<file path="src/rtl/ram_arbiter_if.sv">
// Signal bundle for ram_arbiter: two requester ports, RAM-side bus and status.
// The slave modport is the arbiter's view; master is the CPU/RAM environment.
interface ram_arbiter_if #(
   parameter int BIT = 8,
   parameter int SZB = 4
);
   logic           req0_valid, req0_ready, req0_we;
   logic [SZB-1:0] req0_addr;
   logic [BIT-1:0] req0_d;
   logic           req1_valid, req1_ready, req1_we;
   logic [SZB-1:0] req1_addr;
   logic [BIT-1:0] req1_d;
   logic           rsp0_valid, rsp1_valid;
   logic [BIT-1:0] rsp0_q, rsp1_q;
   logic           ram_we;
   logic [SZB-1:0] ram_addr;
   logic [BIT-1:0] ram_d, ram_q;
   logic           init_done;

   modport master (
      output req0_valid, req0_we, req0_addr, req0_d,
             req1_valid, req1_we, req1_addr, req1_d, ram_q,
      input  req0_ready, req1_ready, rsp0_valid, rsp1_valid, rsp0_q, rsp1_q,
             ram_we, ram_addr, ram_d, init_done
   );

   modport slave (
      input  req0_valid, req0_we, req0_addr, req0_d,
             req1_valid, req1_we, req1_addr, req1_d, ram_q,
      output req0_ready, req1_ready, rsp0_valid, rsp1_valid, rsp0_q, rsp1_q,
             ram_we, ram_addr, ram_d, init_done
   );
endinterface

</file>
<file path="src/rtl/ram_arbiter.sv">
// Round-robin arbiter sharing one single-port synchronous RAM between instruction
// fetch (port 0) and load/store (port 1), with an optional zero-fill sweep after reset.
module ram_arbiter #(
   parameter int BIT            = 8,
   parameter int SZB            = 4,
   parameter bit CLEAR_ON_RESET = 1'b1
) (
   input logic         clock,
   input logic         reset,
   ram_arbiter_if.slave bus
);
   typedef enum logic [1:0] {INIT, IDLE, ACCESS, WAIT} state_t;

   localparam state_t         RST_STATE = CLEAR_ON_RESET ? INIT : IDLE;
   localparam logic [SZB-1:0] LAST_ADDR = '1;

   state_t         state_q, state_d;
   logic [SZB-1:0] cnt_q, cnt_d;
   logic           last_grant_q, last_grant_d;
   logic           port_q, port_d;
   logic           op_we_q, op_we_d;
   logic           ram_we_q, ram_we_d;
   logic [SZB-1:0] ram_addr_q, ram_addr_d;
   logic [BIT-1:0] ram_d_q, ram_d_d;
   logic           rsp0_valid_q, rsp0_valid_d;
   logic           rsp1_valid_q, rsp1_valid_d;
   logic [BIT-1:0] rsp0_q_q, rsp0_q_d;
   logic [BIT-1:0] rsp1_q_q, rsp1_q_d;
   logic           init_done_q, init_done_d;

   logic gnt0, gnt1, accept;

   // Ties go to the port that did not win last; last_grant resets to 1 so port 0 wins first.
   always_comb begin
      gnt0 = 1'b0;
      gnt1 = 1'b0;
      if (!reset && state_q == IDLE) begin
         if (bus.req0_valid && bus.req1_valid) begin
            gnt0 = last_grant_q;
            gnt1 = ~last_grant_q;
         end else begin
            gnt0 = bus.req0_valid;
            gnt1 = bus.req1_valid;
         end
      end
   end

   assign accept         = gnt0 | gnt1;
   assign bus.req0_ready = gnt0;
   assign bus.req1_ready = gnt1;

   always_ff @(posedge clock or posedge reset) begin
      if (reset) begin
         state_q <= RST_STATE;
         cnt_q   <= '0;
      end else begin
         state_q <= state_d;
         cnt_q   <= cnt_d;
      end
   end

   always_comb begin
      state_d = state_q;
      cnt_d   = cnt_q;
      case (state_q)
         INIT: begin
            cnt_d = cnt_q + 1'b1;
            if (cnt_q == LAST_ADDR) state_d = IDLE;
         end
         IDLE:   if (accept) state_d = ACCESS;
         ACCESS: state_d = op_we_q ? IDLE : WAIT;
         WAIT:   state_d = IDLE;
      endcase
   end

   always_comb begin
      ram_we_d     = 1'b0;
      ram_addr_d   = ram_addr_q;
      ram_d_d      = ram_d_q;
      rsp0_valid_d = 1'b0;
      rsp1_valid_d = 1'b0;
      rsp0_q_d     = rsp0_q_q;
      rsp1_q_d     = rsp1_q_q;
      init_done_d  = init_done_q | (state_d == IDLE);
      last_grant_d = last_grant_q;
      port_d       = port_q;
      op_we_d      = op_we_q;
      case (state_q)
         INIT: begin
            ram_we_d   = 1'b1;
            ram_addr_d = cnt_q;
            ram_d_d    = '0;
         end
         IDLE: begin
            if (accept) begin
               ram_we_d     = gnt1 ? bus.req1_we   : bus.req0_we;
               ram_addr_d   = gnt1 ? bus.req1_addr : bus.req0_addr;
               ram_d_d      = gnt1 ? bus.req1_d    : bus.req0_d;
               op_we_d      = ram_we_d;
               port_d       = gnt1;
               last_grant_d = gnt1;
            end
         end
         ACCESS: begin
            // Writes complete here; reads wait one more cycle for ram_q.
            if (op_we_q) begin
               rsp0_valid_d = ~port_q;
               rsp1_valid_d = port_q;
            end
         end
         WAIT: begin
            rsp0_valid_d = ~port_q;
            rsp1_valid_d = port_q;
            if (port_q) rsp1_q_d = bus.ram_q;
            else        rsp0_q_d = bus.ram_q;
         end
      endcase
   end

   always_ff @(posedge clock or posedge reset) begin
      if (reset) begin
         ram_we_q     <= 1'b0;
         ram_addr_q   <= '0;
         ram_d_q      <= '0;
         rsp0_valid_q <= 1'b0;
         rsp1_valid_q <= 1'b0;
         rsp0_q_q     <= '0;
         rsp1_q_q     <= '0;
         init_done_q  <= 1'b0;
         last_grant_q <= 1'b1;
         port_q       <= 1'b0;
         op_we_q      <= 1'b0;
      end else begin
         ram_we_q     <= ram_we_d;
         ram_addr_q   <= ram_addr_d;
         ram_d_q      <= ram_d_d;
         rsp0_valid_q <= rsp0_valid_d;
         rsp1_valid_q <= rsp1_valid_d;
         rsp0_q_q     <= rsp0_q_d;
         rsp1_q_q     <= rsp1_q_d;
         init_done_q  <= init_done_d;
         last_grant_q <= last_grant_d;
         port_q       <= port_d;
         op_we_q      <= op_we_d;
      end
   end

   assign bus.ram_we     = ram_we_q;
   assign bus.ram_addr   = ram_addr_q;
   assign bus.ram_d      = ram_d_q;
   assign bus.rsp0_valid = rsp0_valid_q;
   assign bus.rsp1_valid = rsp1_valid_q;
   assign bus.rsp0_q     = rsp0_q_q;
   assign bus.rsp1_q     = rsp1_q_q;
   assign bus.init_done  = init_done_q;
endmodule

</file>
<file path="src/flat_wrapper.sv">
// flat-port wrapper written by rule: the top's interface ports become plain ports
module ram_arbiter_flat 
#(
   parameter int BIT            = 8,
   parameter int SZB            = 4,
   parameter bit CLEAR_ON_RESET = 1'b1
)
  (clock, reset, bus_req0_valid, bus_req0_we, bus_req0_addr, bus_req0_d, bus_req1_valid, bus_req1_we, bus_req1_addr, bus_req1_d, bus_ram_q, bus_req0_ready, bus_req1_ready, bus_rsp0_valid, bus_rsp1_valid, bus_rsp0_q, bus_rsp1_q, bus_ram_we, bus_ram_addr, bus_ram_d, bus_init_done);
  ram_arbiter_if #(.BIT(BIT), .SZB(SZB)) bus_i ();
  input logic clock;
  input logic reset;
  input wire logic [$bits(bus_i.req0_valid)-1:0] bus_req0_valid;
  input wire logic [$bits(bus_i.req0_we)-1:0] bus_req0_we;
  input wire logic [$bits(bus_i.req0_addr)-1:0] bus_req0_addr;
  input wire logic [$bits(bus_i.req0_d)-1:0] bus_req0_d;
  input wire logic [$bits(bus_i.req1_valid)-1:0] bus_req1_valid;
  input wire logic [$bits(bus_i.req1_we)-1:0] bus_req1_we;
  input wire logic [$bits(bus_i.req1_addr)-1:0] bus_req1_addr;
  input wire logic [$bits(bus_i.req1_d)-1:0] bus_req1_d;
  input wire logic [$bits(bus_i.ram_q)-1:0] bus_ram_q;
  output wire logic [$bits(bus_i.req0_ready)-1:0] bus_req0_ready;
  output wire logic [$bits(bus_i.req1_ready)-1:0] bus_req1_ready;
  output wire logic [$bits(bus_i.rsp0_valid)-1:0] bus_rsp0_valid;
  output wire logic [$bits(bus_i.rsp1_valid)-1:0] bus_rsp1_valid;
  output wire logic [$bits(bus_i.rsp0_q)-1:0] bus_rsp0_q;
  output wire logic [$bits(bus_i.rsp1_q)-1:0] bus_rsp1_q;
  output wire logic [$bits(bus_i.ram_we)-1:0] bus_ram_we;
  output wire logic [$bits(bus_i.ram_addr)-1:0] bus_ram_addr;
  output wire logic [$bits(bus_i.ram_d)-1:0] bus_ram_d;
  output wire logic [$bits(bus_i.init_done)-1:0] bus_init_done;
  assign bus_i.req0_valid = bus_req0_valid;
  assign bus_i.req0_we = bus_req0_we;
  assign bus_i.req0_addr = bus_req0_addr;
  assign bus_i.req0_d = bus_req0_d;
  assign bus_i.req1_valid = bus_req1_valid;
  assign bus_i.req1_we = bus_req1_we;
  assign bus_i.req1_addr = bus_req1_addr;
  assign bus_i.req1_d = bus_req1_d;
  assign bus_i.ram_q = bus_ram_q;
  assign bus_req0_ready = bus_i.req0_ready;
  assign bus_req1_ready = bus_i.req1_ready;
  assign bus_rsp0_valid = bus_i.rsp0_valid;
  assign bus_rsp1_valid = bus_i.rsp1_valid;
  assign bus_rsp0_q = bus_i.rsp0_q;
  assign bus_rsp1_q = bus_i.rsp1_q;
  assign bus_ram_we = bus_i.ram_we;
  assign bus_ram_addr = bus_i.ram_addr;
  assign bus_ram_d = bus_i.ram_d;
  assign bus_init_done = bus_i.init_done;
  ram_arbiter #(.BIT(BIT), .SZB(SZB), .CLEAR_ON_RESET(CLEAR_ON_RESET)) u_core (.clock(clock), .reset(reset), .bus(bus_i));
endmodule
</file>
<file path="config.mk">
export PLATFORM = sky130hd
export DESIGN_NAME = ram_arbiter_flat
export DESIGN_NICKNAME = d
export VERILOG_FILES = /design/src/rtl/ram_arbiter_if.sv /design/src/rtl/ram_arbiter.sv /design/src/flat_wrapper.sv
export SDC_FILE = /design/constraint.sdc
export NUM_CORES = 1
export LEC_CHECK = 0
export CELL_PAD_IN_SITES_DETAIL_PLACEMENT = 1
export CELL_PAD_IN_SITES_GLOBAL_PLACEMENT = 1
export CORE_AREA = 2 2 86 71
export CTS_CLUSTER_SIZE = 14
export DETAILED_ROUTE_END_ITERATION = 12
export DIE_AREA = 0 0 88 73
export PLACE_DENSITY = 0.81
export RECOVER_POWER = 25
export SYNTH_ARGS = -nofsm -noshare
export SYNTH_HDL_FRONTEND = slang
export SYNTH_SLANG_ARGS = --single-unit
</file>
<file path="constraint.sdc">
create_clock -name clock -period 1.9 [get_ports clock]
set_input_delay 0.285 -clock clock [delete_from_list [all_inputs] [get_ports clock]]
set_output_delay 0.285 -clock clock [all_outputs]
set_load 0.05 [all_outputs]
</file>
== After elaboration in Yosys (flattened, before gate mapping) ==
Cells that the tools add are included.
Cells by class
  add/sub/neg operators: 1
  reductions and logical operators: 9
  equal/unequal tests: 6
  bitwise operators: 4
  mux-type cells: 21
Operators with widths (number)
  8-bit 2-to-1 mux: 2
  8-bit one-hot mux with 2 select lines: 1
  1-bit 2-to-1 mux: 8
  4-bit 2-to-1 mux: 2
  2-bit one-hot mux with 4 select lines: 1
  4-bit one-hot mux with 2 select lines: 1
  2-bit AND reduction: 4
  2-bit 2-to-1 mux: 3
  1-bit one-hot mux with 2 select lines: 3
  4-bit by 1-bit adder with 4-bit output, second input constant: 1
  2-bit by 1-bit == test with 1-bit output, second input constant: 2
  2-bit == test, second input constant: 2
  4-bit == test, second input constant: 1
  1-bit logical AND: 2
  2-bit zero test: 1
  2-bit by 1-bit != test with 1-bit output, second input constant: 1
  1-bit inverter: 2
  1-bit bitwise OR: 2
  2-bit nonzero test: 1
  1-bit zero test: 1
Word-level totals
  bits of input ports: 38
  output and inout port bits: 34
  register bits: 41
  logic and storage cells: 54

== Depth between registers and ports, before layout ==
Gate-level depths: netlist (run 1).
  depth in word-level cells: 8
  gate-level depth with buffers: 7
  depth with buffers taken out: 4

== Least setup slack after synthesis (run 1) ==
OpenSTA, ideal clock, no wires.
  path kind: register to output
  from: reg u_core.state_q[1]
  to: out bus_req0_ready
  stages on the path, launching flop included: 5
  data arrival time: 1.572 ns
  path slack: 0.043 ns
  path buffers: 1
  required time: 1.615 ns
  cell sequence: dfrtp_1 buf_6 nor3b_2 nand2_1 a21oi_1
On the way
  word-level cells in the longest chain between the ends: 3
RTL lines
  start, declared: line ram_arbiter.sv:17  | state_t state_q, state_d;
  start signal, assigned: line ram_arbiter.sv:57  | state_q <= state_d;
  2-bit by 1-bit == test with 1-bit output: line ram_arbiter.sv:37  | if (!reset && state_q == IDLE) begin
  1-bit logical AND: line ram_arbiter.sv:37
  1-bit 2-to-1 mux: line ram_arbiter.sv:37
  end, declared: line flat_wrapper.sv:21  | output wire logic [$bits(bus_i.req0_ready)-1:0] bus_req0_ready;
No other way between the ends.

== Worst setup path in the final report (run 1) ==
  from: in reset
  to: out bus_req0_ready
On the way
  word-level cells in the longest chain between the ends: 3
RTL lines
  start, declared: line flat_wrapper.sv:11  | input logic reset;
  1-bit zero test (no line)
  1-bit logical AND: line ram_arbiter.sv:37
  1-bit 2-to-1 mux: line ram_arbiter.sv:37
No other way between the ends.

==> impl_metrics.py, run 1 <==
metrics = {
    "status": {
        "status": "finished clean",
    },
    "global_route": {
        "grt.overflow.total": 0,
        "grtUsageTotal_pct": 14.2,
        "grt_pass1_vias": 1450,
        "grt_pass1_wl_microns": 6960,
        "grt_max_degree": 42,
        "antenna_found_initial": 0,
    },
    "critical_path": {
        "crit_chain": "clkdlybuf4s50_1 > nor3b_4 > nand2_1 > a21oi_1 > buf_12",
        "worstSetupEndpointType": "output port",
        "cp_slowest_cell": "clkdlybuf4s50_1",
        "regToRegSetupSlack_ns": 0.33,
        "timing.critical_path.slowest_cell_delay_ns": 0.50,
        "cp.required_ns": 1.62,
        "path_max_fanout": 5,
        "critPathArrivalTime_ns": 1.55,
        "critPathLaunchType": "input port",
        "critPathKind": "in2out",
    },
    "detailed_routing": {
        "drc": 0,
        "ant_nets": 0,
        "drt_iter0_drc": 43,
        "dr.pass1.iters": 4,
        "vias": 1341,
        "detail_route.vias_per_cell": 4.55,
        "wl_per_cell_microns": 14.6,
        "routed_wl_microns": 4320,
    },
    "sta": {
        "rsz0062_at_grt": "false",
        "holdWs_ns": 0.486,
        "worst_pin_slew_ns": 1.04,
        "relSlewSlack_pct": 30.6,
        "finClkSkew_ns": 0.00953,
        "finalSetupViolations": 0,
        "min_period_ns": 1.83,
        "finalHoldViolCount": 0,
        "drv_slew": 0,
        "fmaxAchievable_mhz": 546,
        "fin_crit_sh_pct": 96.4,
    },
    "cts": {
        "clk_pin_slew_ns": 0.08,
        "clkLatencyLatePin_ns": 0.29,
        "cts.sinks": 41,
        "cts_tree": "built",
        "cts_setup_buffers": 0,
        "cts_hold_buf": 0,
        "ctsHtreeMaxLevel": 2,
        "ctsResizeCount": 0,
        "numCtsBuffers": 5,
        "clockRootBuffer": "clkbuf_8",
        "clockBufferDepth": 2,
    },
    "synth": {
        "synth-seq-cells": 41,
        "synthDistinctLibCells": 29,
        "yosysSeqAreaShare_pct": 59.1,
        "ys_warn_count": 0,
        "ys_async_sr_fraction_pct": 100,
        "netlist_instances": 137,
        "synth_edf_count": 0,
        "syn_area_sq_um": 1740,
        "synth-main-ff-cell": "dfrtp_1",
        "avgSynthCellArea_sq_um": 12.7,
        "syn_nets": 176,
    },
    "placement": {
        "hpwlAfterDp_microns": 3110,
        "numPortBuffers": 71,
        "gp_congestion": 0.739,
    },
    "run": {
        "drv_cap": 0,
    },
    "finish": {
        "final_common_cell": "clkdlybuf4s50_1",
        "final_nets": 252,
        "area_delta_synth_final_pct": 55.2,
        "mostFrequentLayoutCells": "clkdlybuf4s50_1 (69), dfrtp_1 (39), mux2_2 (16)",
        "layout-drive-gt1-share_pct": 15.9,
        "fill_cells": 598,
        "final_core_util_pct": 47.6,
        "antenna_cells": 0,
    },
    "floorplan": {
        "row_count": 25,
        "io_pins": 72,
        "die_area_sq_um": 6420,
        "dieHeight_microns": 73,
        "start_util_pct": 30.7,
        "core_area_sq_um": 5660,
        "die_w_microns": 88,
    },
    "power_and_ir_drop": {
        "vdd_drop_max_mv": 0.844,
        "power_density_nw_per_um2": 1790,
        "power.leakage_nw": 1.13,
    },
    "worst_hold_path": {
        "hold_class": "reg2reg",
    },
}
## final timing paths
path	startpoint	endpoint	cells past startpoint
setup / recovery	reset	bus_req0_ready	5
hold / removal	u_core.bus.ram_d[1]	u_core.bus.ram_d[1]	2
setup reg to reg	u_core.state_q[1]	u_core.bus.init_done	4
hold reg to reg	u_core.bus.ram_d[1]	u_core.bus.ram_d[1]	2
max in group asynchronous	reset	u_core.state_q[1]	3
min in group asynchronous	reset	u_core.bus.rsp0_q[0]	3
## per-layer routing
layer / routed length, microns / track usage, % / vias up
met1: 2020 / 18.4 / 662
met5: 0 / 0 / -
met2: 2060 / 23.3 / 35
met4: 51 / 4.96 / 0
met3: 192 / 3.39 / 5
li1: - / - / 639
## power by group
| group | internal (mW) | switching (mW) | total [mW] |
|---|---|---|---|
| clock network | 0.522 | 0.304 | 0.826 |
| registers | 1.26 | 0.262 | 1.52 |
| logic | 0.939 | 1.54 | 2.48 |
| total | 2.72 | 2.11 | 4.83 |
## cells in the mapped netlist, types with 2 or more instances
master | instances | share of area (%)
mux2_2 | 16 | 10
xnor2_1 | 3 | 1.5
nor2_1 | 3 | 0.65
mux2i_1 | 13 | 7.5
clkbuf_1 | 2 | 0.43
inv_1 | 2 | 0.43
dfrtp_1 | 40 | 58
nand2_1 | 12 | 2.6
o21ai_0 | 15 | 4.3
nand3_1 | 5 | 1.4
a22oi_1 | 4 | 1.7
a21oi_1 | 2 | 0.58
buf_6 | 3 | 1.9
and2_1 | 2 | 0.72
## cells by family after synthesis
logic type,count (synthesis),synth area share [%]
DFF,41,59.2
and+or+nand+nor,28,8.21
buffers and inverters,8,3.10
AOI/OAI and AO/OA,27,9.44
adders and majority gates,1,0.720
muxes,29,17.9
xor gates and xnor gates,3,1.51
## metrics by stage
step                setup WS [ns]  cells  total power, mW  area (sq um)  TNS (ns)
floorplan                  0.0426    137             3.19          1740         0
global placement           0.0732    287             3.95          2550         0
CTS                        0.0255    295             4.87          2690         0
finish                     0.0691    295             4.83          2700         0
global route               0.0164    295             5.10          2700         0
detailed placement        -0.0183    287             4.01          2550   -0.0232
## layout make-up
class / count / area [sq um] / share of cell area [%]
clock buffer: 5 / 68.8 / 2.55
clock inverter: 3 / 65.1 / 2.41
inverter: 2 / 7.51 / 0.279
multi-input combinational: 88 / 666 / 24.7
sequential: 41 / 1030 / 38.2
tap: 81 / 101 / 3.76
timing repair buffer: 75 / 758 / 28.1
## worst max-delay path: cells and delay by family
| family | cells | cell delay, ns |
|---|---|---|
| simple gates | 2 | 0.36 |
| buf+inv | 2 | 0.67 |
| compound gates | 1 | 0.22 |
## flip-flops by register name, summed over array words and instances, names as in the netlist
register	flops
u_core.bus.rsp0_q	8
u_core.port_q	1
u_core.bus.rsp1_q	8
u_core.bus.rsp0_valid	1
u_core.state_q	2
u_core.op_we_q	1
u_core.bus.ram_we	1
u_core.bus.rsp1_valid	1
u_core.bus.ram_d	8
u_core.bus.init_done	1
u_core.cnt_q	4
u_core.bus.ram_addr	4
u_core.last_grant_q	1
Note: power is estimated with default switching activity, not from simulation.
==> inputs of run 2 (changes only) <==
--- a/config.mk
+++ b/config.mk
@@ -7,10 +7,12 @@
 export LEC_CHECK = 0
 export CELL_PAD_IN_SITES_DETAIL_PLACEMENT = 1
 export CELL_PAD_IN_SITES_GLOBAL_PLACEMENT = 1
-export CORE_AREA = 2 2 86 71
+export CORE_AREA = 5 5 89 74
+export CTS_BUF_LIST = sky130_fd_sc_hd__clkbuf_16
 export CTS_CLUSTER_SIZE = 14
 export DETAILED_ROUTE_END_ITERATION = 12
-export DIE_AREA = 0 0 88 73
+export DIE_AREA = 0 0 94 79
+export GPL_TIMING_DRIVEN = 1
 export PLACE_DENSITY = 0.81
 export RECOVER_POWER = 25
 export SYNTH_ARGS = -nofsm -noshare
==> run 2 against run 1 <==
Compared with the run above:
- non-clock buffer count is the same
- total power shrank 1.5%
- flip-flop and latch count is the same
- cell count shrank 0.68%
- setup slack lost 0.0015 ns
- largest cell class unchanged
==> impl_metrics.py, run 2 (synthesized netlist as in run 1, its figures left out) <==
metrics = {
    "global_route": {
        "grt.overflow.total": 0,
        "grtUsageTotal_pct": 12.9,
        "antenna_found_initial": 0,
        "grt_pass1_vias": 1503,
        "grt_pass1_wl_microns": 7270,
        "grt_max_degree": 42,
    },
    "cts": {
        "cts_hold_buf": 0,
        "numCtsBuffers": 5,
        "clkLatencyLatePin_ns": 0.28,
        "cts.sinks": 41,
        "cts_tree": "built",
        "ctsResizeCount": 0,
        "ctsHtreeMaxLevel": 2,
        "clockRootBuffer": "clkbuf_16",
        "cts_setup_buffers": 0,
        "clockBufferDepth": 2,
        "clk_pin_slew_ns": 0.06,
    },
    "critical_path": {
        "critPathArrivalTime_ns": 1.55,
        "worstSetupEndpointType": "output port",
        "critPathLaunchType": "input port",
        "cp.required_ns": 1.62,
        "critPathKind": "in2out",
        "path_max_fanout": 5,
    },
    "detailed_routing": {
        "ant_nets": 0,
        "wl_per_cell_microns": 15.3,
        "routed_wl_microns": 4490,
        "drt_iter0_drc": 17,
        "detail_route.vias_per_cell": 4.54,
        "vias": 1329,
        "drc": 0,
        "dr.pass1.iters": 2,
    },
    "sta": {
        "holdWs_ns": 0.485,
        "fin_crit_sh_pct": 96.4,
        "finalSetupViolations": 0,
        "fmaxAchievable_mhz": 546,
        "min_period_ns": 1.83,
        "rsz0062_at_grt": "false",
        "finClkSkew_ns": 0.00295,
        "drv_slew": 0,
        "setup_slack_ns": 0.0676,
        "relSlewSlack_pct": 33.6,
        "worst_pin_slew_ns": 0.997,
        "finalHoldViolCount": 0,
        "tns_ns": 0,
    },
    "floorplan": {
        "die_w_microns": 94,
        "core_area_sq_um": 5690,
        "io_pins": 72,
        "start_util_pct": 30.5,
        "row_count": 25,
        "dieHeight_microns": 79,
        "die_area_sq_um": 7430,
    },
    "placement": {
        "hpwlAfterDp_microns": 3440,
        "postPlaceCellArea_sq_um": 2550,
        "numPortBuffers": 71,
        "gp_congestion": 0.726,
        "placed_cells": 287,
        "post-place-ws_ns": -0.00388,
    },
    "power_and_ir_drop": {
        "power_density_nw_per_um2": 1770,
        "power.leakage_nw": 1.13,
        "finalPower_mw": 4.76,
        "vdd_drop_max_mv": 0.679,
    },
    "finish": {
        "multi_input_area_sq_um": 662,
        "area_delta_synth_final_pct": 54.7,
        "fin_area_sq_um": 2690,
        "final_core_util_pct": 47.2,
        "seqCellArea_sq_um": 1030,
        "mostFrequentLayoutCells": "clkdlybuf4s50_1 (69), dfrtp_1 (40), mux2_2 (16)",
        "fill_cells": 633,
        "stdcell_count": 293,
        "final_nets": 252,
        "antenna_cells": 0,
        "layout-drive-gt1-share_pct": 14.2,
        "final_common_cell": "clkdlybuf4s50_1",
    },
    "worst_hold_path": {
        "hold_class": "reg2reg",
    },
    "status": {
        "status": "finished clean",
    },
    "run": {
        "drv_cap": 0,
    },
}
run 2: cell types whose count changed in the layout (fill, tap and decap cells not counted):
cell / previous run / this run
clkbuf_16: 0 / 5
bufinv_16: 2 / 0
a21boi_1: 0 / 1
dfrtp_1: 39 / 40
a21boi_2: 1 / 0
clkbuf_8: 5 / 0
dfrtp_2: 1 / 0
run 2: worst paths after layout:
kind | from | endpoint | slack [ns] | depth (start not counted)
worst max register to register | u_core.state_q[1] | u_core.bus.init_done | 0.30 | 4
min in group asynchronous | reset | u_core.bus.ram_addr[1] | 0.76 | 3
worst min register to register | u_core.bus.ram_d[1] | u_core.bus.ram_d[1] | 0.48 | 2
max in group asynchronous | reset | u_core.bus.rsp0_q[0] | 0.53 | 3
worst min-delay path | u_core.bus.ram_d[1] | u_core.bus.ram_d[1] | 0.48 | 2
worst max-delay path | bus_req1_valid | bus_req1_ready | 0.07 | 4
run 2: cell type report:
class                   instances  area share (%)
multi-input cells              88            24.6
flip-flops and latches         41            38.2
clock buffers                   5            4.66
clock inverters                 1           0.186
repair buffers                 75            28.2
inverters                       2           0.279
well taps                      81            3.77
run 2: routing by layer:
metal	track usage [%]	wire length, microns
met5	0	0
met4	5.63	73
met2	22.2	2340
met1	15.3	1870
met3	3.13	214
run 2: power breakdown:
part,total [mW],switching (mW),internal (mW)
Clock,0.770,0.301,0.468
Combinational,2.46,1.53,0.935
Sequential,1.53,0.267,1.26
Total,4.76,2.09,2.66
run 2: worst max-delay path, cell delays in order:
cell and delay [ns]:
clkdlybuf4s50_1 0.55, a21boi_1 0.30, and2_1 0.25, buf_12 0.16
==> inputs of run 3 (changes only) <==
--- a/config.mk
+++ b/config.mk
@@ -15,6 +15,7 @@
 export GPL_TIMING_DRIVEN = 1
 export PLACE_DENSITY = 0.81
 export RECOVER_POWER = 25
+export SETUP_SLACK_MARGIN = 0.4
 export SYNTH_ARGS = -nofsm -noshare
 export SYNTH_HDL_FRONTEND = slang
 export SYNTH_SLANG_ARGS = --single-unit
==> run 3 against run 2 <==
Compared with the run above:
- final area is 3.9% higher
- flip-flop and latch count stayed put
- global-route usage is 0.54 points higher
- total power is 3.8% higher
- critical endpoint is now bus_req0_ready
==> impl_metrics.py, run 3 (synthesized netlist as in run 1, its figures left out) <==
metrics = {
    "global_route": {
        "antenna_found_initial": 0,
        "grt_max_degree": 42,
        "met1_usage_pct": 15.1,
        "met3_usage_pct": 3.79,
        "grt_pass1_wl_microns": 7710,
        "grt.overflow.total": 0,
        "grtUsageMet2_pct": 24.2,
        "top_usage_layer": "met2",
        "grt_pass1_vias": 1592,
        "grtUsageTotal_pct": 13.4,
    },
    "sta": {
        "tns_ns": 0,
        "fmaxAchievable_mhz": 616,
        "min_period_ns": 1.62,
        "worst_pin_slew_ns": 1.03,
        "relSlewSlack_pct": 31.4,
        "fin_crit_sh_pct": 85.4,
        "drv_slew": 0,
        "finalSetupViolations": 0,
        "rsz0062_at_grt": "true",
        "finalHoldViolCount": 0,
        "holdWs_ns": 0.443,
        "finClkSkew_ns": 0.00371,
    },
    "placement": {
        "postPlaceCellArea_sq_um": 2590,
        "gp_congestion": 0.721,
        "numPortBuffers": 71,
        "placed_cells": 288,
        "hpwlAfterDp_microns": 3460,
    },
    "power_and_ir_drop": {
        "power_density_nw_per_um2": 1770,
        "vdd_drop_max_mv": 0.791,
        "finalPower_mw": 4.94,
        "power_switching_mw": 2.20,
        "p_seq_share_pct": 30.6,
        "p_sw_share_pct": 44.6,
        "power.leakage_nw": 1.26,
        "p_int_mw": 2.74,
        "p_comb_share_pct": 50.2,
        "clkPwrFrac_pct": 19.2,
    },
    "cts": {
        "clockBufferDepth": 2,
        "clkLatencyLatePin_ns": 0.28,
        "cts.sinks": 41,
        "clk_pin_slew_ns": 0.06,
        "clockRootBuffer": "clkbuf_16",
        "cts_hold_buf": 0,
        "numCtsBuffers": 5,
        "ctsHtreeMaxLevel": 2,
        "cts_tree": "built",
    },
    "critical_path": {
        "cp.required_ns": 1.62,
        "timing.critical_path.slowest_cell_delay_ns": 0.41,
        "critPathLaunchType": "flop",
        "critPathKind": "reg2out",
        "cp_top_family": "flip-flops",
        "cp_slowest_cell": "dfrtp_1",
        "critPathArrivalTime_ns": 1.34,
        "crit_chain": "nor3b_4 > nand2_2 > a21oi_4 > buf_12",
        "worstSetupEndpointType": "output port",
        "path_max_fanout": 4,
        "cp_num_buf_inv": 1,
    },
    "floorplan": {
        "row_count": 25,
        "die_w_microns": 94,
        "io_pins": 72,
        "die_area_sq_um": 7430,
        "start_util_pct": 30.5,
        "core_area_sq_um": 5690,
        "dieHeight_microns": 79,
    },
    "finish": {
        "mostFrequentLayoutCells": "dfrtp_1 (39), clkdlybuf4s50_1 (34), dlygate4sd2_1 (32)",
        "area_delta_synth_final_pct": 60.7,
        "final_nets": 259,
        "stdcell_count": 302,
        "final_common_cell": "dfrtp_1",
        "fin_area_sq_um": 2790,
        "antenna_cells": 0,
        "layout-drive-gt1-share_pct": 21.7,
    },
    "detailed_routing": {
        "drc": 0,
        "drt_iter0_drc": 13,
        "wl_per_cell_microns": 15.8,
        "detail_route.vias_per_cell": 4.59,
        "vias": 1387,
        "dr.pass1.iters": 3,
        "routed_wl_microns": 4760,
        "ant_nets": 0,
    },
    "run": {
        "drv_cap": 0,
    },
    "worst_hold_path": {
        "hold_class": "in2reg",
    },
    "status": {
        "status": "finished clean",
    },
}
==> run 3: layer usage <==
metal	part of all wire [%]	up-vias
met1	40	688
li1	-	657
met3	5.4	8
met5	0	-
met4	1.4	0
met2	53	34
==> run 3: per-stage QoR <==
stage                     utilization [%]  worst slack (ns)
final                                49.0             0.277
after global routing                 49.0             0.246
after CTS                            48.5             0.282
after detailed placement             45.5           -0.0338
after global placement               45.5            0.0710
after floorplan                         -             0.340
==> run 3: worst paths after layout <==
path / from / depth (start not counted) / slack (ns) / to
worst max-delay path: u_core.state_q[0] / 4 / 0.28 / bus_req0_ready
worst min-delay path: bus_req0_valid / 2 / 0.44 / u_core.last_grant_q
worst max register to register: u_core.state_q[1] / 4 / 0.34 / u_core.bus.init_done
worst min register to register: u_core.bus.ram_d[6] / 2 / 0.47 / u_core.bus.ram_d[6]
max in group asynchronous: reset / 3 / 0.59 / u_core.state_q[1]
min in group asynchronous: reset / 3 / 0.61 / u_core.bus.ram_addr[1]
==> run 3: repair_timing <==
action / CTS / global route
buffers inserted: 4 / 2
gates resized for setup: 40 / 8
endpoints found under the setup margin: 49 / 16
pin swaps: 1 / 0
==> run 3: worst register-to-register path, cell delays in order (launching register included) <==
cell and delay (ns):
dfrtp_2 0.44, buf_4 0.15, nor2_1 0.48, a41o_1 0.29
a31o_1 0.14
==> run 3: area by class of cell <==
class | count | area, sq um
clock inverter | 3 | 41.3
tap | 81 | 101
inverter | 2 | 11.3
multi-input combinational | 88 | 697
clock buffer | 5 | 125
timing repair buffer | 82 | 787
fill | 626 | 2900
sequential | 41 | 1030
==> run 3: power groups by stage <==
stage | Sequential (mW) | Combinational [mW] | Clock (mW)
2_1_floorplan | 2.43 | 0.767 | 0
3_3_place_gp | 1.51 | 2.49 | 0
3_5_place_dp | 1.53 | 2.54 | 0
4_1_cts | 1.51 | 2.45 | 0.971
5_1_grt | 1.56 | 2.63 | 1.01
6_report | 1.51 | 2.48 | 0.948
